===== src/rtl/cla_pipe_adder.sv =====
// Two-stage pipelined carry-lookahead adder/subtractor.
// Stage 1 registers per-bit and per-group generate/propagate terms.
// Stage 2 resolves the group carries with a flattened lookahead, then
// registers the sum and the flags. Valid/ready handshakes sit on both sides.
//
// Ports:
//   clk, rst          rising-edge clock, synchronous active-high reset
//   in_valid/in_ready operand beat handshake (in_ready is combinational)
//   a, b, cin, sub    operands; sub=1 computes a-b (cin ignored)
//   out_valid/ready   result beat handshake
//   sum, cout, ovf    result, carry out of MSB, two's-complement overflow
//   pg, gg            word group-propagate / group-generate
module cla_pipe_adder #(
  parameter int unsigned WIDTH = 16
) (
  input  logic             clk,
  input  logic             rst,
  input  logic             in_valid,
  output logic             in_ready,
  input  logic [WIDTH-1:0] a,
  input  logic [WIDTH-1:0] b,
  input  logic             cin,
  input  logic             sub,
  output logic             out_valid,
  input  logic             out_ready,
  output logic [WIDTH-1:0] sum,
  output logic             cout,
  output logic             ovf,
  output logic             pg,
  output logic             gg
);

  localparam int unsigned NGRP = WIDTH / 4;

  if ((WIDTH % 4) != 0 || WIDTH < 4 || WIDTH > 64) begin : g_bad_width
    $error("cla_pipe_adder: WIDTH must be a multiple of 4 in the range 4..64");
  end

  // Stage 1 state
  logic [WIDTH-1:0] p_d, p_q, g_d, g_q;
  logic [NGRP-1:0]  gv_d, gv_q, pv_d, pv_q;
  logic             c0_d, c0_q, v1_d, v1_q;

  // Stage 2 state
  logic [WIDTH-1:0] sum_d, sum_q;
  logic             cout_d, cout_q, ovf_d, ovf_q, pg_d, pg_q, gg_d, gg_q;
  logic             v2_d, v2_q;

  logic             adv1, adv2;
  logic [WIDTH-1:0] be;
  logic [NGRP:0]    gc;
  logic [WIDTH-1:0] cb;
  logic             acc, prod, wgg;

  // A stage may take new contents when it is empty or its successor moves.
  assign adv2     = !v2_q || out_ready;
  assign adv1     = !v1_q || adv2;
  assign in_ready = adv1 && !rst;

  // Stage 1: operand preparation and group generate/propagate
  always_comb begin : s1_next
    be   = sub ? ~b : b;
    p_d  = p_q;
    g_d  = g_q;
    gv_d = gv_q;
    pv_d = pv_q;
    c0_d = c0_q;
    v1_d = v1_q;
    if (adv1) begin
      v1_d = in_valid;
      c0_d = sub | cin;
      g_d  = a & be;
      p_d  = a ^ be;
      for (int k = 0; k < int'(NGRP); k++) begin
        gv_d[k] = g_d[4*k+3]
                | (p_d[4*k+3] & g_d[4*k+2])
                | (p_d[4*k+3] & p_d[4*k+2] & g_d[4*k+1])
                | (p_d[4*k+3] & p_d[4*k+2] & p_d[4*k+1] & g_d[4*k]);
        pv_d[k] = &p_d[4*k +: 4];
      end
    end
  end

  // Stage 2: group carries as independent sum-of-products, then in-group carries
  always_comb begin : s2_carry
    gc    = '0;
    cb    = '0;
    acc   = 1'b0;
    prod  = 1'b0;
    wgg   = 1'b0;
    gc[0] = c0_q;
    for (int k = 0; k < int'(NGRP); k++) begin
      acc = 1'b0;
      for (int j = 0; j <= k; j++) begin
        prod = gv_q[j];
        for (int m = j + 1; m <= k; m++) prod = prod & pv_q[m];
        acc = acc | prod;
      end
      prod = c0_q;
      for (int m = 0; m <= k; m++) prod = prod & pv_q[m];
      gc[k+1] = acc | prod;
    end
    // acc now holds the carry out of the top group with a zero carry-in
    wgg = acc;
    for (int k = 0; k < int'(NGRP); k++) begin
      cb[4*k]   = gc[k];
      cb[4*k+1] = g_q[4*k] | (p_q[4*k] & gc[k]);
      cb[4*k+2] = g_q[4*k+1]
                | (p_q[4*k+1] & g_q[4*k])
                | (p_q[4*k+1] & p_q[4*k] & gc[k]);
      cb[4*k+3] = g_q[4*k+2]
                | (p_q[4*k+2] & g_q[4*k+1])
                | (p_q[4*k+2] & p_q[4*k+1] & g_q[4*k])
                | (p_q[4*k+2] & p_q[4*k+1] & p_q[4*k] & gc[k]);
    end
  end

  // Stage 2: result and flag registers
  always_comb begin : s2_next
    sum_d  = sum_q;
    cout_d = cout_q;
    ovf_d  = ovf_q;
    pg_d   = pg_q;
    gg_d   = gg_q;
    v2_d   = v2_q;
    if (adv2) begin
      v2_d   = v1_q;
      sum_d  = p_q ^ cb;
      cout_d = gc[NGRP];
      ovf_d  = cb[WIDTH-1] ^ gc[NGRP];
      pg_d   = &pv_q;
      gg_d   = wgg;
    end
  end

  always_ff @(posedge clk) begin : regs
    if (rst) begin
      p_q    <= '0;
      g_q    <= '0;
      gv_q   <= '0;
      pv_q   <= '0;
      c0_q   <= 1'b0;
      v1_q   <= 1'b0;
      sum_q  <= '0;
      cout_q <= 1'b0;
      ovf_q  <= 1'b0;
      pg_q   <= 1'b0;
      gg_q   <= 1'b0;
      v2_q   <= 1'b0;
    end else begin
      p_q    <= p_d;
      g_q    <= g_d;
      gv_q   <= gv_d;
      pv_q   <= pv_d;
      c0_q   <= c0_d;
      v1_q   <= v1_d;
      sum_q  <= sum_d;
      cout_q <= cout_d;
      ovf_q  <= ovf_d;
      pg_q   <= pg_d;
      gg_q   <= gg_d;
      v2_q   <= v2_d;
    end
  end

  assign out_valid = v2_q;
  assign sum       = sum_q;
  assign cout      = cout_q;
  assign ovf       = ovf_q;
  assign pg        = pg_q;
  assign gg        = gg_q;

endmodule


===== config.mk =====
export PLATFORM = sky130hd
export DESIGN_NAME = cla_pipe_adder
export DESIGN_NICKNAME = d
export VERILOG_FILES = /design/src/rtl/cla_pipe_adder.sv
export SDC_FILE = /design/constraint.sdc
export NUM_CORES = 1
export LEC_CHECK = 0
export CAP_MARGIN = 20
export CORE_AREA = 2 2 95 88
export DETAILED_ROUTE_END_ITERATION = 16
export DIE_AREA = 0 0 97 90
export HOLD_SLACK_MARGIN = 0.05
export PLACE_DENSITY = 0.72
export SETUP_SLACK_MARGIN = 0.15
export SLEW_MARGIN = 20
export SYNTH_ARGS = -nofsm -noshare
export SYNTH_HDL_FRONTEND = slang
export SYNTH_SLANG_ARGS = --single-unit
export TNS_END_PERCENT = 5

===== constraint.sdc =====
create_clock -name clk -period 1.8 [get_ports clk]
set_clock_uncertainty 0.1 [all_clocks]
set_input_delay 0.27 -clock clk [delete_from_list [all_inputs] [get_ports clk]]
set_output_delay 0.27 -clock clk [all_outputs]
set_load 0.005 [all_outputs]

==> metrics.md, run 1 <==
| Metric | Value |
|---|---|
| Least-Margin Pin Slew | `~0.44 ns` |
| Status | `finished clean` |
| Hold EP | `sum[4]` |
| Main synth FF type | `dfxtp_1` |
| Synth top area share | `0.3883` |
| Initial Util | `0.3901` |
| Final setup viols | `0` |
| TritonCTS Sinks | `roughly 60` |
| Antenna violations before repair | `0` |
| GR Util All Layers | `0.1823` |
| Largest net degree at the start of global routing | `35` |
| Ant. Diodes | `0` |
| Adder-cell share of the synthesized area | `0.08227` |
| Hold depth | `2` |
| #FFs+latches synth | `59` |
| CP Data Arrival Time | `~1.8 ns` |
| Total number of vias | `2939` |
| # hold bufs at CTS | `0` |
| Critical path required time | `between 1.5 and 2 ns` |
| Count of flip-flops with a built-in enable after synthesis | `0` |
| Port bufs | `just under 60` |
| Clk root buf | `clkbuf_8` |
| Async S/R FF share, synth | `0` |
| Mean area per synthesized cell | `a little over 8 sq um` |
| Core box area | `between 0.007 and 0.008 sq mm` |
| HPWL after DPL | `between 5000 and 6000 um` |
| Slowest CP cell | `dfxtp_4` |
| Slew Limit Fails | `0` |
| Register area share after synthesis | `0.3883` |
| Dominant cell type by area after synthesis | `dfxtp_1` |
| Simple-Gate Fraction of Synth Area | `0.2283` |
| Period utilisation layout | `0.9193` |
| Nets | `510` |
| Crit-path max cell delay | `0.37 ns` |
| Max Buffers Root-to-Sink | `2` |
| Num CTS Buffers | `9` |
| Pre-CTS setup slack | `-0.4371 ns` |
| Vias per cell | `about 5.3` |
| Final antenna-violating net count | `0` |
| Pre-Repair DR Iteration Count | `4` |
| Ranking of synthesized cells by area | `dfxtp_1, nand2_1, ha_1, a21oi_1, xor2_1` |
| Largest family of logic cells by synthesized area | `simple AND/OR/NAND/NOR gates` |
| Worst-skew pair later-pin latency | `~0.35 ns` |
| Utilization after layout | `0.5365` |
| Syn nets | `approximately 430` |
| DR DRC count | `0` |
| Startpoint types | `flop` |
| Power per Cell Area | `797.3 mW/mm^2` |
| Worst-path maximum fanout | `4` |
| Post-synthesis xor/xnor area fraction | `0.04895` |
| Total global routing overflow | `0` |
| Area of the die | `between 0.008 and 0.009 sq mm` |
| Fraction of layout cells with a size suffix above 1 | `0.1663` |
| Routed length on met3 | `between 400 and 500 um` |
| Initial drt markers | `about 150` |
| Die height | `roughly 90 um` |
| R2R Path End | `sum[9]` |
| Final WS setup | `about 0.15 ns` |
| Die width | `97 um` |
| R2r setup slk | `between 0.1 and 0.15 ns` |
| Worst hold start | `rst` |
| Worst hold path type | `input port to flop` |
| Multiplexer area fraction after synthesis | `0` |
| Avg WL per Cell | `~14 um` |
| Crit Path Class | `flop to flop` |
| RSZ-0062 raised after global routing | `yes` |
| Yosys warnings | `0` |
| CTS tree | `yes` |
| CP top delay family | `compound AO/OA/AOI/OAI gates` |
| Final WL | `just under 8000 um` |
| Metal-1 WL | `about 3800 um` |
| Final worst path period need | `~1.7 ns` |
| Num rows | `31` |
| Gpl congestion | `slightly above 0.8` |
| Crit path buf inv count | `1` |
| Max-cap violations | `0` |
| Max Used Layer | `met4` |
| P&R area growth vs syn | `37.52%` |
| Critical R2R Launch | `c0_q` |
| Compound-Gate Fraction of Synth Area | `0.2065` |
| Met2 Wirelength | `around 3500 um` |
| Syn Inst Count | `between 300 and 400` |
| Vias in the first global route | `between 2000 and 3000` |
| Static leakage | `between 1.5 and 2 nW` |
| Boundary Pins | `60` |
| Netlist Area Pre-Place | `0.003042 sq mm` |
| Fmax | `~600 MHz` |
| Final Hold Violating Endpoints | `0` |
| R2R cell count | `7` |
| First-pass GRT wire length | `approximately 13000 um` |
| Worst path cell trace | `a21oi_4, inv_2, a21o_1, ha_1, or3_1, nand3_1, a21oi_1` |
| Commonest cells post-synth | `nand2_1, dfxtp_1, a21oi_1` |
| Worst vdd ir | `around 0.37 mV` |
| CTS clk-pin slew, worst paths | `approximately 0.060 ns` |
| CP endpoint kind | `flop` |
| Unique masters post-synth | `between 40 and 50` |
| Max-slew headroom | `0.7053` |
| H-tree depth | `3` |
| Top-count cell post-synth | `nand2_1` |
-- cell usage in the layout, fill, tap and decap left out, types with 6 or more instances in the layout --
master           Yosys  layout
nor2_1              17      17
ha_1                20      20
nand3_1             18      18
xor2_1              16      16
nand2_1             76      76
a21oi_1             48      48
buf_4                0      32
or3_1                8       8
o21ai_0             11      10
clkbuf_8             0       9
clkdlybuf4s50_1      0      54
dfxtp_1             59      55
a211oi_1             8       6
a21o_1               7       7
nor3_1               9       9
-- layer usage --
metal  global-route usage  up-vias
li1                     -     1473
met1               0.2484     1353
met2               0.2743      103
met3              0.04199       10
met4              0.08216        0
met5                    0        -
-- logic make-up after synthesis --
| family | after synthesis |
|---|---|
| xor gates and xnor gates | 17 |
| adders and majority gates | 20 |
| DFF | 59 |
| and+or+nand+nor | 149 |
| buffers and inverters | 28 |
| AOI/OAI and AO/OA | 97 |
-- worst register-to-register path: cells and delay by family (launching register included) --
kind | cells | cell delay, ns
AOI/OAI and AO/OA | 3 | 0.41
adders and majority gates | 1 | 0.18
buffers and inverters | 1 | 0.08
DFF | 1 | 0.37
and+or+nand+nor | 2 | 0.41
-- through the flow --
stage,hold WS [ns],cell area [sq um],power (mW),cells,setup TNS (ns)
2_1_floorplan,0.2907,3095,1.965,370,0
3_3_place_gp,0.3409,3949,2.298,538,-4.355
3_5_place_dp,0.3486,3949,2.326,538,-5.188
4_1_cts,0.07419,4108,3.317,554,0
5_1_grt,0.09816,4183,3.528,556,0
6_report,0.08715,4183,3.335,556,0
-- state kept, by name (all words and copies together) (netlist names) --
register,flops
p_q,16
c0_q,1
ovf,1
pv_q,4
cout,1
gg,1
pg,1
v1_q,1
gv_q,4
out_valid,1
g_q,12
sum,16
-- power by group --
group / switching [mW] / total (mW) / internal, mW
Clock: 0.509 / 0.994 / 0.485
Combinational: 0.354 / 0.801 / 0.447
Sequential: 0.112 / 1.54 / 1.43
Total: 0.975 / 3.33 / 2.36
-- how the worst max path moves through the flow --
stage	from	endpoint	slack, ns	cells after the start
2_1_floorplan	sub	gv_q[3]	0.11	7
3_3_place_gp	sub	gv_q[3]	-0.37	7
3_5_place_dp	sub	gv_q[2]	-0.44	7
4_1_cts	pv_q[0]	sum[13]	0.07	6
5_1_grt	gv_q[1]	sum[11]	0.09	5
6_report	c0_q	sum[9]	0.15	7
-- what timing repair did --
| item | 4_1_cts | 5_1_grt |
|---|---|---|
| resized for setup | 4 | 17 |
| buffers inserted | 0 | 2 |
| pin swaps | 0 | 9 |
| endpoints found under the setup margin | 11 | 8 |
-- cell type report --
class	count	area, sq um
Multi-Input combinational cell	283	1797
Timing Repair Buffer	95	898.4
Clock buffer	10	127.6
Tap cell	99	123.9
Clock inverter	6	32.53
Inverter	4	15.01
Fill cell	709	3613
Sequential cell	59	1189
Note: power is estimated with default switching activity, not from simulation.
==> run 2, diff against run 1 <==
--- a/config.mk
+++ b/config.mk
@@ -11,6 +11,7 @@
 export DIE_AREA = 0 0 97 90
 export HOLD_SLACK_MARGIN = 0.05
 export PLACE_DENSITY = 0.72
+export RECOVER_POWER = 100
 export SETUP_SLACK_MARGIN = 0.15
 export SLEW_MARGIN = 20
 export SYNTH_ARGS = -nofsm -noshare
==> metrics.md, run 2 (synthesized netlist as in run 1, its figures left out) <==
| Metric | Value |
|---|---|
| Status | `finished clean` |
| Gpl congestion | `~0.83` |
| Initial drt markers | `about 140` |
| Final worst path period need | `approximately 1.7 ns` |
| Period utilisation layout | `0.9414` |
| Vias per cell | `5.250` |
| Worst setup path start | `out_valid` |
| Worst hold path type | `input port to flop` |
| Largest net degree at the start of global routing | `35` |
| Clk root buf | `clkbuf_8` |
| Final WS setup | `between 0.1 and 0.15 ns` |
| Placed Cells | `about 540` |
| Max-cap violations | `0` |
| Core box area | `~0.008 sq mm` |
| Startpoint types | `flop` |
| Ant. Diodes | `0` |
| CTS tree | `yes` |
| Critical R2R Launch | `c0_q` |
| Total number of vias | `just under 3000` |
| R2r setup slk | `0.11 ns` |
| Slew Limit Fails | `0` |
| Final setup viols | `0` |
| Vias in the first global route | `around 2800` |
| Total power | `approximately 3.3 mW` |
| Die width | `97 um` |
| CTS clk-pin slew, worst paths | `approximately 0.060 ns` |
| Least-Margin Pin Slew | `about 0.45 ns` |
| Final Hold Violating Endpoints | `0` |
| Final antenna-violating net count | `0` |
| Commonest cells after routing, fill and taps aside | `nand2_1, dfxtp_1, a21oi_1` |
| Critical Path End | `in_ready` |
| Area of the die | `between 0.008 and 0.009 sq mm` |
| Max Buffers Root-to-Sink | `2` |
| CP endpoint kind | `output port` |
| Max-slew headroom | `0.7011` |
| Power per Cell Area | `approximately 800 mW/mm^2` |
| Initial Util | `0.3901` |
| P&R area growth vs syn | `35.95%` |
| Nets | `510` |
| Critical path required time | `between 1 and 1.5 ns` |
| Num rows | `31` |
| CP Data Arrival Time | `1.32 ns` |
| Non-filler instance count after layout | `about 560` |
| Hold slack final | `~0.09 ns` |
| Pre-CTS setup slack | `-0.4371 ns` |
| Commonest non-fill, non-tap cell in the layout | `nand2_1` |
| Die height | `90 um` |
| Worst-path maximum fanout | `3` |
| First-pass GRT wire length | `13050 um` |
| H-tree depth | `3` |
| Num CTS Buffers | `9` |
| Static leakage | `around 1.8 nW` |
| Fraction of layout cells with a size suffix above 1 | `0.1400` |
| Boundary Pins | `60` |
| Worst-skew pair later-pin latency | `~0.35 ns` |
| Port bufs | `slightly below 60` |
| Antenna violations before repair | `0` |
| TritonCTS Sinks | `59` |
| Pre-Repair DR Iteration Count | `4` |
| Fmax | `590.1 MHz` |
| Post-Place Cell Area | `roughly 0.004 sq mm` |
| Fillers | `around 700` |
| Total global routing overflow | `0` |
| Worst vdd ir | `between 0.3 and 0.4 mV` |
| Final WL | `7819 um` |
| Crit Path Class | `flop to output port` |
| R2R cell count | `7` |
| Avg WL per Cell | `roughly 14 um` |
| RSZ-0062 raised after global routing | `yes` |
| R2R Path End | `sum[9]` |
| DR DRC count | `0` |
| Final instance area | `approximately 0.0041 sq mm` |
| GR Util All Layers | `0.1823` |
| HPWL after DPL | `between 5000 and 6000 um` |
## run 2: cell types whose count changed in the layout (fill, tap and decap cells not counted), moves of 2 or more
| cell | previous run | this run |
|---|---|---|
| clkdlybuf4s50_1 | 54 | 33 |
| dlygate4sd3_1 | 0 | 21 |
| buf_4 | 32 | 22 |
| clkbuf_1 | 1 | 7 |
| clkbuf_4 | 0 | 3 |
| dfxtp_1 | 55 | 57 |
## run 2: worst min-delay path by stage
stage               startpoint  endpoint  slack [ns]  depth (start not counted)
finish                     rst    sum[4]        0.09                          2
global route               rst    sum[4]         0.1                          2
CTS                        rst    sum[4]        0.07                          2
floorplan             in_valid      v1_q        0.29                          2
global placement        g_q[1]    g_q[1]        0.34                          2
detailed placement     g_q[13]   g_q[13]        0.35                          2
## run 2: worst max-delay path, cell delays in order (launching register included)
cell             delay [ns]
dfxtp_1                0.35
nor2b_4                0.18
and2_4                 0.16
nor2_1                 0.04
clkdlybuf4s25_1        0.26
## run 2: what timing repair did
action	4_1_cts	5_1_grt
endpoints found under the setup margin	11	8
hold buffers	0	0
resized for setup	4	17
pin swaps	0	9
setup buffers	0	2
## run 2: routing by layer
| metal | vias to the layer above | share of wire | global-route usage | wire length [um] |
|---|---|---|---|---|
| met5 | - | 0 | 0 | 0 |
| met4 | 0 | 0.017 | 0.08216 | 132 |
| met3 | 13 | 0.055 | 0.04199 | 431 |
| met2 | 84 | 0.44 | 0.2743 | 3440 |
| met1 | 1345 | 0.49 | 0.2484 | 3815 |
| li1 | 1477 | - | - | - |
## run 2: layout make-up
cell class / count / area, sq um / area share
Tap cell: 99 / 123.9 / 0.02995
Inverter: 4 / 15.01 / 0.003631
Sequential cell: 59 / 1184 / 0.2862
Timing Repair Buffer: 95 / 873.3 / 0.2112
Clock inverter: 6 / 32.53 / 0.007867
Multi-Input combinational cell: 283 / 1779 / 0.4303
Clock buffer: 10 / 127.6 / 0.03086
## run 2: through the flow
stage / util / TNS, ns
CTS: 0.5269 / 0
floorplan: - / 0
finish: 0.5304 / 0
detailed placement: 0.5065 / -5.188
global placement: 0.5065 / -4.355
global route: 0.5304 / 0
## run 2: where the power goes
group / switching [mW] / internal [mW]
Clock: 0.510 / 0.485
Combinational: 0.351 / 0.422
Sequential: 0.109 / 1.43
==> run 3, diff against run 2 <==
--- a/config.mk
+++ b/config.mk
@@ -9,8 +9,9 @@
 export CORE_AREA = 2 2 95 88
 export DETAILED_ROUTE_END_ITERATION = 16
 export DIE_AREA = 0 0 97 90
+export DONT_BUFFER_PORTS = 1
 export HOLD_SLACK_MARGIN = 0.05
-export PLACE_DENSITY = 0.72
+export PLACE_DENSITY = 0.62
 export RECOVER_POWER = 100
 export SETUP_SLACK_MARGIN = 0.15
 export SLEW_MARGIN = 20
==> metrics.md, run 3 (synthesized netlist as in run 1, its figures left out) <==
| Metric | Value |
|---|---|
| Status | `finished clean` |
| CP endpoint kind | `flop` |
| Final antenna-violating net count | `0` |
| CP Data Arrival Time | `1.79 ns` |
| Fmax | `roughly 600 MHz` |
| HPWL after DPL | `~5200 um` |
| Pre-CTS setup slack | `about 0.087 ns` |
| Commonest cells after routing, fill and taps aside | `nand2_1, dfxtp_1, a21oi_1` |
| Area of the die | `a little under 0.009 sq mm` |
| Max-slew headroom | `0.5806` |
| Final WL | `around 7700 um` |
| Num rows | `31` |
| Crit-path max cell delay | `approximately 0.38 ns` |
| Avg WL per Cell | `around 16 um` |
| First-pass GRT wire length | `between 10000 and 15000 um` |
| GR Util All Layers | `0.1761` |
| Final worst path period need | `about 1.7 ns` |
| Boundary Pins | `60` |
| Final Hold Violating Endpoints | `0` |
| Total global routing overflow | `0` |
| Switch share | `0.2823` |
| Vias per cell | `5.407` |
| FF/Latch Area | `around 0.0012 sq mm` |
| Num CTS Buffers | `9` |
| Largest net degree at the start of global routing | `between 50 and 60` |
| Worst hold path type | `input port to flop` |
| Hold depth | `3` |
| Port bufs | `0` |
| Logic gate share of total power | `0.170` |
| Hold EP | `sum[14]` |
| Pre-Repair DR Iteration Count | `4` |
| Hold slack final | `roughly 0.094 ns` |
| Pint | `between 2 and 2.5 mW` |
| Worst vdd ir | `between 0.3 and 0.4 mV` |
| Slowest CP cell | `dfxtp_1` |
| Least-Margin Pin Slew | `about 0.63 ns` |
| R2r setup slk | `about 0.13 ns` |
| Total number of vias | `approximately 2600` |
| Die width | `a little under 100 um` |
| Final WS setup | `approximately 0.13 ns` |
| Power per Cell Area | `roughly 930 mW/mm^2` |
| Vias in the first global route | `about 2400` |
| Nets | `roughly 430` |
| Worst-skew pair later-pin latency | `around 0.34 ns` |
| Critical path required time | `1.92 ns` |
| Worst-path maximum fanout | `4` |
| Setup_tns | `0 ns` |
| CTS tree | `yes` |
| Final instance area | `~0.0034 sq mm` |
| H-tree depth | `3` |
| Antenna violations before repair | `0` |
| Startpoint types | `flop` |
| Gpl congestion | `approximately 0.78` |
| Worst hold start | `rst` |
| Worst path cell trace | `a211oi_4, o21bai_2, ha_1, or3_1, nand3_1, a21oi_1` |
| Core box area | `0.007796 sq mm` |
| Net Sw Power | `0.8991 mW` |
| Max-cap violations | `0` |
| Area of the multi-input gates | `0.001767 sq mm` |
| TritonCTS Sinks | `59` |
| Max Buffers Root-to-Sink | `2` |
| Commonest non-fill, non-tap cell in the layout | `nand2_1` |
| R2R Path End | `sum[13]` |
| RSZ-0062 raised after global routing | `yes` |
| Sequential power share | `0.487` |
| Ant. Diodes | `0` |
| Die height | `~90 um` |
| Period utilisation layout | `0.9260` |
| Static leakage | `~1.4 nW` |
| Slew Limit Fails | `0` |
| Fraction of layout cells with a size suffix above 1 | `0.1085` |
| Final setup viols | `0` |
| CTS clk-pin slew, worst paths | `0.06 ns` |
| Initial drt markers | `approximately 140` |
| Clk root buf | `clkbuf_8` |
| Clock power share | `0.343` |
| R2R cell count | `6` |
| Post-Place Cell Area | `0.003148 sq mm` |
| Critical R2R Launch | `c0_q` |
| DR DRC count | `0` |
| Crit Path Class | `flop to flop` |
| Fillers | `799` |
| Initial Util | `0.3901` |
| P&R area growth vs syn | `12.38%` |
-- run 3: timing repair --
action	4_1_cts	5_1_grt
pin swaps	0	2
setup buffers	0	5
endpoints found under the setup margin	3	3
hold buffers	5	0
gates resized for setup	1	9
endpoints found under the hold margin	54	0
-- run 3: through the flow --
stage | cells | util | power, mW
global placement | 452 | 0.4038 | 2.054
floorplan | 370 | - | 1.965
global route | 477 | 0.4385 | 3.356
detailed placement | 452 | 0.4038 | 2.064
CTS | 472 | 0.4351 | 3.200
finish | 477 | 0.4385 | 3.185
-- run 3: final cells by class --
| cell class | instances | share of cell area |
|---|---|---|
| multi-input cells | 283 | 0.5168 |
| flip-flops and latches | 59 | 0.3463 |
| clock buffers | 13 | 0.04941 |
| repair buffers | 17 | 0.04392 |
| well taps | 99 | 0.03624 |
| inverters | 4 | 0.004392 |
| clock inverters | 2 | 0.002928 |
-- run 3: worst max path at each step --
stage / to / from / slack (ns)
final: sum[13] / c0_q / 0.13
after global routing: sum[13] / c0_q / 0.04
after CTS: in_ready / out_valid / 0.09
after detailed placement: sum[13] / c0_q / 0.09
after global placement: sum[13] / pv_q[0] / 0.11
after floorplan: gv_q[3] / sub / 0.11
-- run 3: power by group through the flow --
stage / clock network [mW] / logic, mW / registers [mW]
after floorplan: 0 / 0.430 / 1.53
after global placement: 0 / 0.484 / 1.57
after detailed placement: 0 / 0.489 / 1.58
after CTS: 1.12 / 0.530 / 1.55
after global routing: 1.18 / 0.606 / 1.57
final: 1.09 / 0.542 / 1.55
-- run 3: per-layer routing --
layer,GRT usage,vias up,wire [um]
met5,0,-,0
met4,0.07864,0,59
met3,0.05210,4,541
met2,0.2483,79,3191
met1,0.2470,1175,3883
li1,-,1321,-
-- run 3: critical path: cells and delay by family, from the launching register on --
kind            cells  cell delay [ns]
flops               1             0.38
compound gates      3             0.49
simple gates        2             0.39
fa+ha+maj           1             0.19
